===== config.mk =====
export PLATFORM = sky130hd
export DESIGN_NAME = piso_serializer
export DESIGN_NICKNAME = d
export VERILOG_FILES = /design/src/rtl/piso_serializer_pkg.sv /design/src/rtl/piso_bit_counter.sv /design/src/rtl/piso_serializer.sv
export SDC_FILE = /design/constraint.sdc
export NUM_CORES = 1
export LEC_CHECK = 0
export ABC_AREA = 1
export BUFFER_PORTS_ARGS = -buffer_cell sky130_fd_sc_hd__buf_2
export CORE_AREA = 4 4 41 43
export DETAILED_ROUTE_END_ITERATION = 12
export DIE_AREA = 0 0 45 47
export SYNTH_ARGS = -nofsm -noshare
export SYNTH_HDL_FRONTEND = slang
export SYNTH_SLANG_ARGS = --single-unit

===== constraint.sdc =====
create_clock -name clk -period 3.6 [get_ports clk]
set_input_delay 1.08 -clock clk [delete_from_list [all_inputs] [get_ports clk]]
set_output_delay 1.08 -clock clk [all_outputs]
set_load 0.005 [all_outputs]

===== src/rtl/piso_serializer_pkg.sv =====
// Shared definitions for the serial output blocks:
// state encoding and the bit-count width helper.
package piso_serializer_pkg;

    typedef enum logic {
        ST_IDLE  = 1'b0,
        ST_SHIFT = 1'b1
    } state_t;

    function automatic int cnt_width(input int width);
        return (width < 3) ? 1 : $clog2(width);
    endfunction

endpackage


===== src/rtl/piso_bit_counter.sv =====
// Bit counter for the serializer: clear, enable and a
// terminal flag at WIDTH-1; never wraps on its own.
module piso_bit_counter
    import piso_serializer_pkg::*;
#(
    parameter int WIDTH = 4,
    localparam int CW = cnt_width(WIDTH)
) (
    input  logic clk,
    input  logic reset,
    input  logic clear,
    input  logic enable,
    output logic terminal
);

    logic [CW-1:0] count;

    assign terminal = (count == CW'(WIDTH - 1));

    always_ff @(posedge clk or negedge reset) begin
        if (!reset) begin
            count <= '0;
        end else if (clear) begin
            count <= '0;
        end else if (enable && !terminal) begin
            count <= count + CW'(1);
        end
    end

endmodule


===== src/rtl/piso_serializer.sv =====
// Parallel-in serial-out converter with valid/ready on
// both sides and zero-bubble back-to-back words.
module piso_serializer
    import piso_serializer_pkg::*;
#(
    parameter int WIDTH     = 4,
    parameter int MSB_FIRST = 1
) (
    input  logic             clk,
    input  logic             reset,
    input  logic [WIDTH-1:0] parallel_in,
    input  logic             load_valid,
    output logic             load_ready,
    output logic             serial_out,
    output logic             serial_valid,
    input  logic             serial_ready,
    output logic             serial_last,
    output logic             word_done
);

    state_t           state;
    state_t           state_next;
    logic [WIDTH-1:0] sreg;
    logic             terminal;
    logic             xfer;
    logic             accept;
    logic             done;

    assign serial_valid = (state == ST_SHIFT);
    assign serial_last  = serial_valid && terminal;
    assign serial_out   = (MSB_FIRST != 0) ? sreg[WIDTH-1]
                                           : sreg[0];
    assign xfer         = serial_valid && serial_ready;
    // Ready reaches back through serial_ready so a new word
    // can load on the same edge the last bit leaves.
    assign load_ready   = reset &&
                          (!serial_valid || (serial_last && serial_ready));
    assign accept       = load_valid && load_ready;
    assign word_done    = done;

    piso_bit_counter #(
        .WIDTH(WIDTH)
    ) u_cnt (
        .clk     (clk),
        .reset   (reset),
        .clear   (accept || (xfer && serial_last)),
        .enable  (xfer && !serial_last),
        .terminal(terminal)
    );

    always_comb begin
        state_next = state;
        unique case (state)
            ST_IDLE: begin
                if (accept) state_next = ST_SHIFT;
            end
            ST_SHIFT: begin
                if (xfer && serial_last)
                    state_next = accept ? ST_SHIFT : ST_IDLE;
            end
        endcase
    end

    always_ff @(posedge clk or negedge reset) begin
        if (!reset) begin
            state <= ST_IDLE;
            sreg  <= '0;
            done  <= 1'b0;
        end else begin
            state <= state_next;
            done  <= xfer && serial_last;
            if (accept) begin
                sreg <= parallel_in;
            end else if (xfer) begin
                sreg <= (MSB_FIRST != 0)
                      ? {sreg[WIDTH-2:0], 1'b0}
                      : {1'b0, sreg[WIDTH-1:1]};
            end
        end
    end

endmodule

==> results of run 1 <==
placed cells by master (no fill, tap or decap):
cell type	netlist	routed
xor2_1	1	1
nand4_1	3	3
inv_1	6	6
nand3_2	1	1
nand2_1	18	18
clkbuf_4	0	3
and2_4	1	1
nand3_1	7	7
nor2_1	1	1
buf_2	0	12
ha_1	1	1
nand3_4	1	1
dfrtp_1	8	8
nand2_2	1	1
layer usage:
layer	GRT usage, %	vias up	wire length, microns
met2	13.6	15	380
li1	-	189	-
met4	5.26	0	0
met5	0	-	0
met1	11.0	156	381
met3	3.45	0	63
logic make-up after synthesis:
family | share of synthesized area, %
buffers and inverters | 5.47
and+or+nand+nor | 40.7
DFF | 48.6
adders and majority gates | 3.04
xor gates and xnor gates | 2.13
final timing paths:
path,start,to,slack [ns],cells past startpoint
min in group asynchronous,reset,serial_valid,0.70,1
max in group asynchronous,reset,sreg[0],2.68,1
setup / recovery,serial_ready,load_ready,0.86,5
hold reg to reg,u_cnt.count[1],u_cnt.count[1],0.51,2
hold / removal,u_cnt.count[1],u_cnt.count[1],0.51,2
setup reg to reg,u_cnt.count[0],sreg[3],2.35,7
power breakdown:
group	switching, mW	internal (mW)	leakage [nW]
sequential	0.0232	0.126	0.101
combinational	0.0736	0.0560	0.199
clock	0.0299	0.0381	0.0138
total	0.127	0.220	0.314
worst min-delay path, delay by kind of cell (launching register included):
family | cells | cell delay [ns]
DFF | 1 | 0.35
and+or+nand+nor | 2 | 0.12
flip-flops by register name, summed over array words and instances (netlist names):
register	cells
serial_valid	1
u_cnt.count	2
word_done	1
sreg	4
metrics by stage:
step	total power [mW]	area (sq um)	util, %	hold slack, ns	worst slack (ns)
after floorplan	0.238	412	-	0.473	1.09
after global placement	0.281	490	37.7	0.491	0.857
after detailed placement	0.281	490	37.7	0.496	0.859
after CTS	0.351	513	39.4	0.509	0.852
after global routing	0.377	513	39.4	0.534	0.812
final	0.346	513	39.4	0.505	0.861
area by class of cell:
cell class	count	area [sq um]	area share (%)
Sequential cell	8	200	39.0
Inverter	6	22.5	4.39
Multi-Input combinational cell	35	189	36.8
Timing Repair Buffer	12	60.1	11.7
Clock buffer	3	22.5	4.39
Tap cell	15	18.8	3.66
==> flow_summary.ini, run 1 <==
[drt]
routedWlPerCell_microns = 10.5
via_count = 360
drtPass1Iterations = 5
ant_nets = 0
finalWirelength_microns = 826
drt_iter0_markers = 9
drc = 0
routed_via_density = 4.56

[timing]
fin_tns_setup_ns = 0
finalHoldViolations = 0
finalCriticalPeriod_ns = 2.74
post-route-period-util_pct = 76.1
clock.fmax_ghz = 0.365
finalClockSkew_ns = 0.00120
slew_headroom_pct = 81.2
drv_slew = 0
setup_violations = 0
worst_pin_slew_ns = 0.281
rsz0062_at_grt = false

[floorplan]
core_sq_um = 1300
die_h_microns = 47
core.rowCount = 13
start_util_pct = 31.6
dieArea_sq_um = 2120
die_w_microns = 45
pin_count = 13

[yosys]
synth_top_cell_by_area = dfrtp_1
syn_inst = 49
synth_edf_count = 0
synth_top_cell_area_share_pct = 48.6
ys_ff_latch = 8
synthTopCellsByCount = nand2_1 (18), dfrtp_1 (8), nand3_1 (7)
synth_area_leaders = dfrtp_1 (49%), nand2_1 (16%), nand3_1 (8.5%)
synth.net_count = 58
synth_cell_types = 12
synthFlopType = dfrtp_1
avgSynthCellArea_sq_um = 8.40
syn_area_sq_um = 412
ys_async_sr_fraction_pct = 100
synth.most_common_cell = nand2_1
seq_area_frac_synth_pct = 48.6
yosys_warnings = 0

[cts]
cts_buffers = 3
clk_latency_ns = 0.25
clock-sinks = 8
htree_levels = 1
cts_root_buf = clkbuf_4
clk_pin_slew_ns = 0.05
post_cts_buffers = 0
cts_tree = built
cts_buffer_depth = 2
cts-hold-fix-buffers = 0
cts-resized-gates = 0

[grt]
grt_overflow = 0
grt_pass1_vias = 327
grt_start_max_net_pins = 14
grt_use_total_pct = 9.00
grt_pass1_wl_microns = 1340
antenna_found_initial = 0

[critical_path]
crit_chain = buf_2, nand3_2, nand2_2, and2_4, buf_2
critical_path.top_delay_family = simple AND/OR/NAND/NOR gates
arrival_ns = 1.66
end_kind = output port
critPathBufInv = 2
critPathKind = in -> out
startpoint_type = primary input
crit_required_ns = 2.52
cp_common_cell = buf_2
slowest_stage = and2_4
crit_fanout = 6
critPathMaxStageDelay_ns = 0.16

[job]
maxCapViolations = 0

[placement]
routabilityCongestion = 0.749
place.port_buffers = 12
dp_cells = 76

[layout]
antenna_cells = 0
fillers = 154
fin_nets = 75
areaGrowthSynthToFinish_pct = 24.6
drive_gt1_share_pct = 29.7
final_cell_count_no_fill = 79

[power_and_ir_drop]
p_leak_nw = 0.314
ir_drop_mv = 0.268
powerDensity_nw_per_um2 = 675

[run_status]
status = finished, final reports clean

[hold_path]
hp-class = reg -> reg
Power figures use the tool's default switching activity.
==> inputs of run 2 (changes only) <==
==> constraint.sdc (replaced) <==
create_clock -name clk -period 2.68 [get_ports clk]
set_input_delay 0.804 -clock clk [delete_from_list [all_inputs] [get_ports clk]]
set_output_delay 0.804 -clock clk [all_outputs]
set_load 0.005 [all_outputs]
==> run 2 against run 1 <==
  * Clock power rose by 37%
  * Critical path type unchanged
  * Worst setup slack got worse by 0.37 ns
  * Critical path depth did not move
==> flow_summary.ini, run 2 (synthesized netlist as in run 1, its figures left out) <==
[layout]
fillers = 144
antenna_cells = 0
largest_register_ffs = 4
utilization_pct = 40.0
largest_register = sreg
final_common_cell = nand2_1
layout_common_cells = nand2_1 (18), buf_2 (12), dfrtp_1 (8)
final_cell_count_no_fill = 80
largestRegisters = sreg: 4 flops, u_cnt.count: 2 flops
multi_input_area_sq_um = 189
areaGrowthSynthToFinish_pct = 26.4
drive_gt1_share_pct = 30.8
regArea_sq_um = 200
fin_nets = 76

[grt]
grt_overflow = 0
grt_use_total_pct = 9.87
grt_pass1_wl_microns = 1430
grt_pass1_vias = 331
grt_start_max_net_pins = 13
antenna_found_initial = 0

[floorplan]
pin_count = 13
core_sq_um = 1300
die_h_microns = 47
die_w_microns = 45
start_util_pct = 31.6
core.rowCount = 13
dieArea_sq_um = 2120

[timing]
rsz0062_at_grt = false
finalHoldViolations = 0
clock.fmax_ghz = 0.457
finalClockSkew_ns = 0.00314
finalCriticalPeriod_ns = 2.19
drv_slew = 0
slew_headroom_pct = 83.6
fin_tns_setup_ns = 0
worst_pin_slew_ns = 0.245
setup_violations = 0
post-route-period-util_pct = 81.7

[critical_path]
crit_fanout = 6
critPathMaxStageDelay_ns = 0.16
end_kind = output port
critPathKind = in -> out
crit_required_ns = 1.88
startpoint_type = primary input
critPathBufInv = 2
slowest_stage = and2_4
arrival_ns = 1.39
cp_common_cell = buf_2
critical_path.top_delay_family = simple AND/OR/NAND/NOR gates
crit_chain = buf_2, nand3_2, nand2_2, and2_4, buf_2
crit_start = serial_ready
timing.rr.start = u_cnt.count[0]

[power_and_ir_drop]
powerDensity_nw_per_um2 = 893
finalPower_mw = 0.465
p_leak_nw = 0.319
ir_drop_mv = 0.359

[cts]
cts_root_buf = clkbuf_4
cts-resized-gates = 0
clock-sinks = 8
htree_levels = 1
cts_tree = built
cts_buffers = 3
clk_pin_slew_ns = 0.06
clk_latency_ns = 0.25
cts_buffer_depth = 2
post_cts_buffers = 0
cts-hold-fix-buffers = 0

[placement]
routabilityCongestion = 0.750
place.port_buffers = 12
dp_hpwl_microns = 588
dp_cells = 77

[drt]
routed_via_density = 4.39
wl_met2_microns = 320
finalWirelength_microns = 756
m1WireLength_microns = 378
wl_met3_microns = 47
top_layer = met4
drt_iter0_markers = 4
drtPass1Iterations = 4
via_count = 351
ant_nets = 0
routedWlPerCell_microns = 9.45
drc = 0

[run_status]
status = finished, final reports clean

[hold_path]
hp-class = in -> async

[job]
maxCapViolations = 0
run 2: path summary, 6_finish.rpt:
| check | end | slack, ns | cells after the start |
|---|---|---|---|
| worst min register to register | u_cnt.count[1] | 0.51 | 2 |
| max in group asynchronous | sreg[2] | 2.05 | 2 |
| worst max-delay path | load_ready | 0.49 | 5 |
| min in group clk | u_cnt.count[1] | 0.51 | 2 |
| worst max register to register | sreg[3] | 1.42 | 7 |
| worst min-delay path | serial_valid | 0.48 | 2 |
run 2: final cells by class:
type / instances / area share, %
timing repair buffer: 13 / 13.0
tap: 15 / 3.61
multi-input combinational: 35 / 36.3
clock buffer: 3 / 4.33
sequential: 8 / 38.5
inverter: 6 / 4.33
run 2: through the flow:
stage | setup WS, ns | hold slack, ns | area [sq um]
6_report | 0.490 | 0.478 | 520
5_1_grt | 0.408 | 0.486 | 520
4_1_cts | 0.486 | 0.481 | 520
3_5_place_dp | 0.490 | 0.500 | 498
3_3_place_gp | 0.502 | 0.488 | 498
2_1_floorplan | 0.723 | 0.473 | 412
run 2: worst register-to-register path, cell delays in order, from the launching register on:
cell     delay (ns)
dfrtp_1        0.40
ha_1           0.24
nand3_2        0.11
nand2_2        0.11
nand3_4        0.13
nand2_1        0.07
nand2_1        0.06
nand2_1        0.05
run 2: where the power goes:
part           internal, mW  switching (mW)
sequential            0.169          0.0319
combinational        0.0762          0.0950
clock                0.0513          0.0417
total                 0.296           0.169
run 2: metal layers:
layer  global-route usage, %  vias to the layer above
met5                       0                        -
met4                    8.77                        0
met3                    3.45                        2
met2                    13.3                        8
met1                    12.3                      149
li1                        -                      192
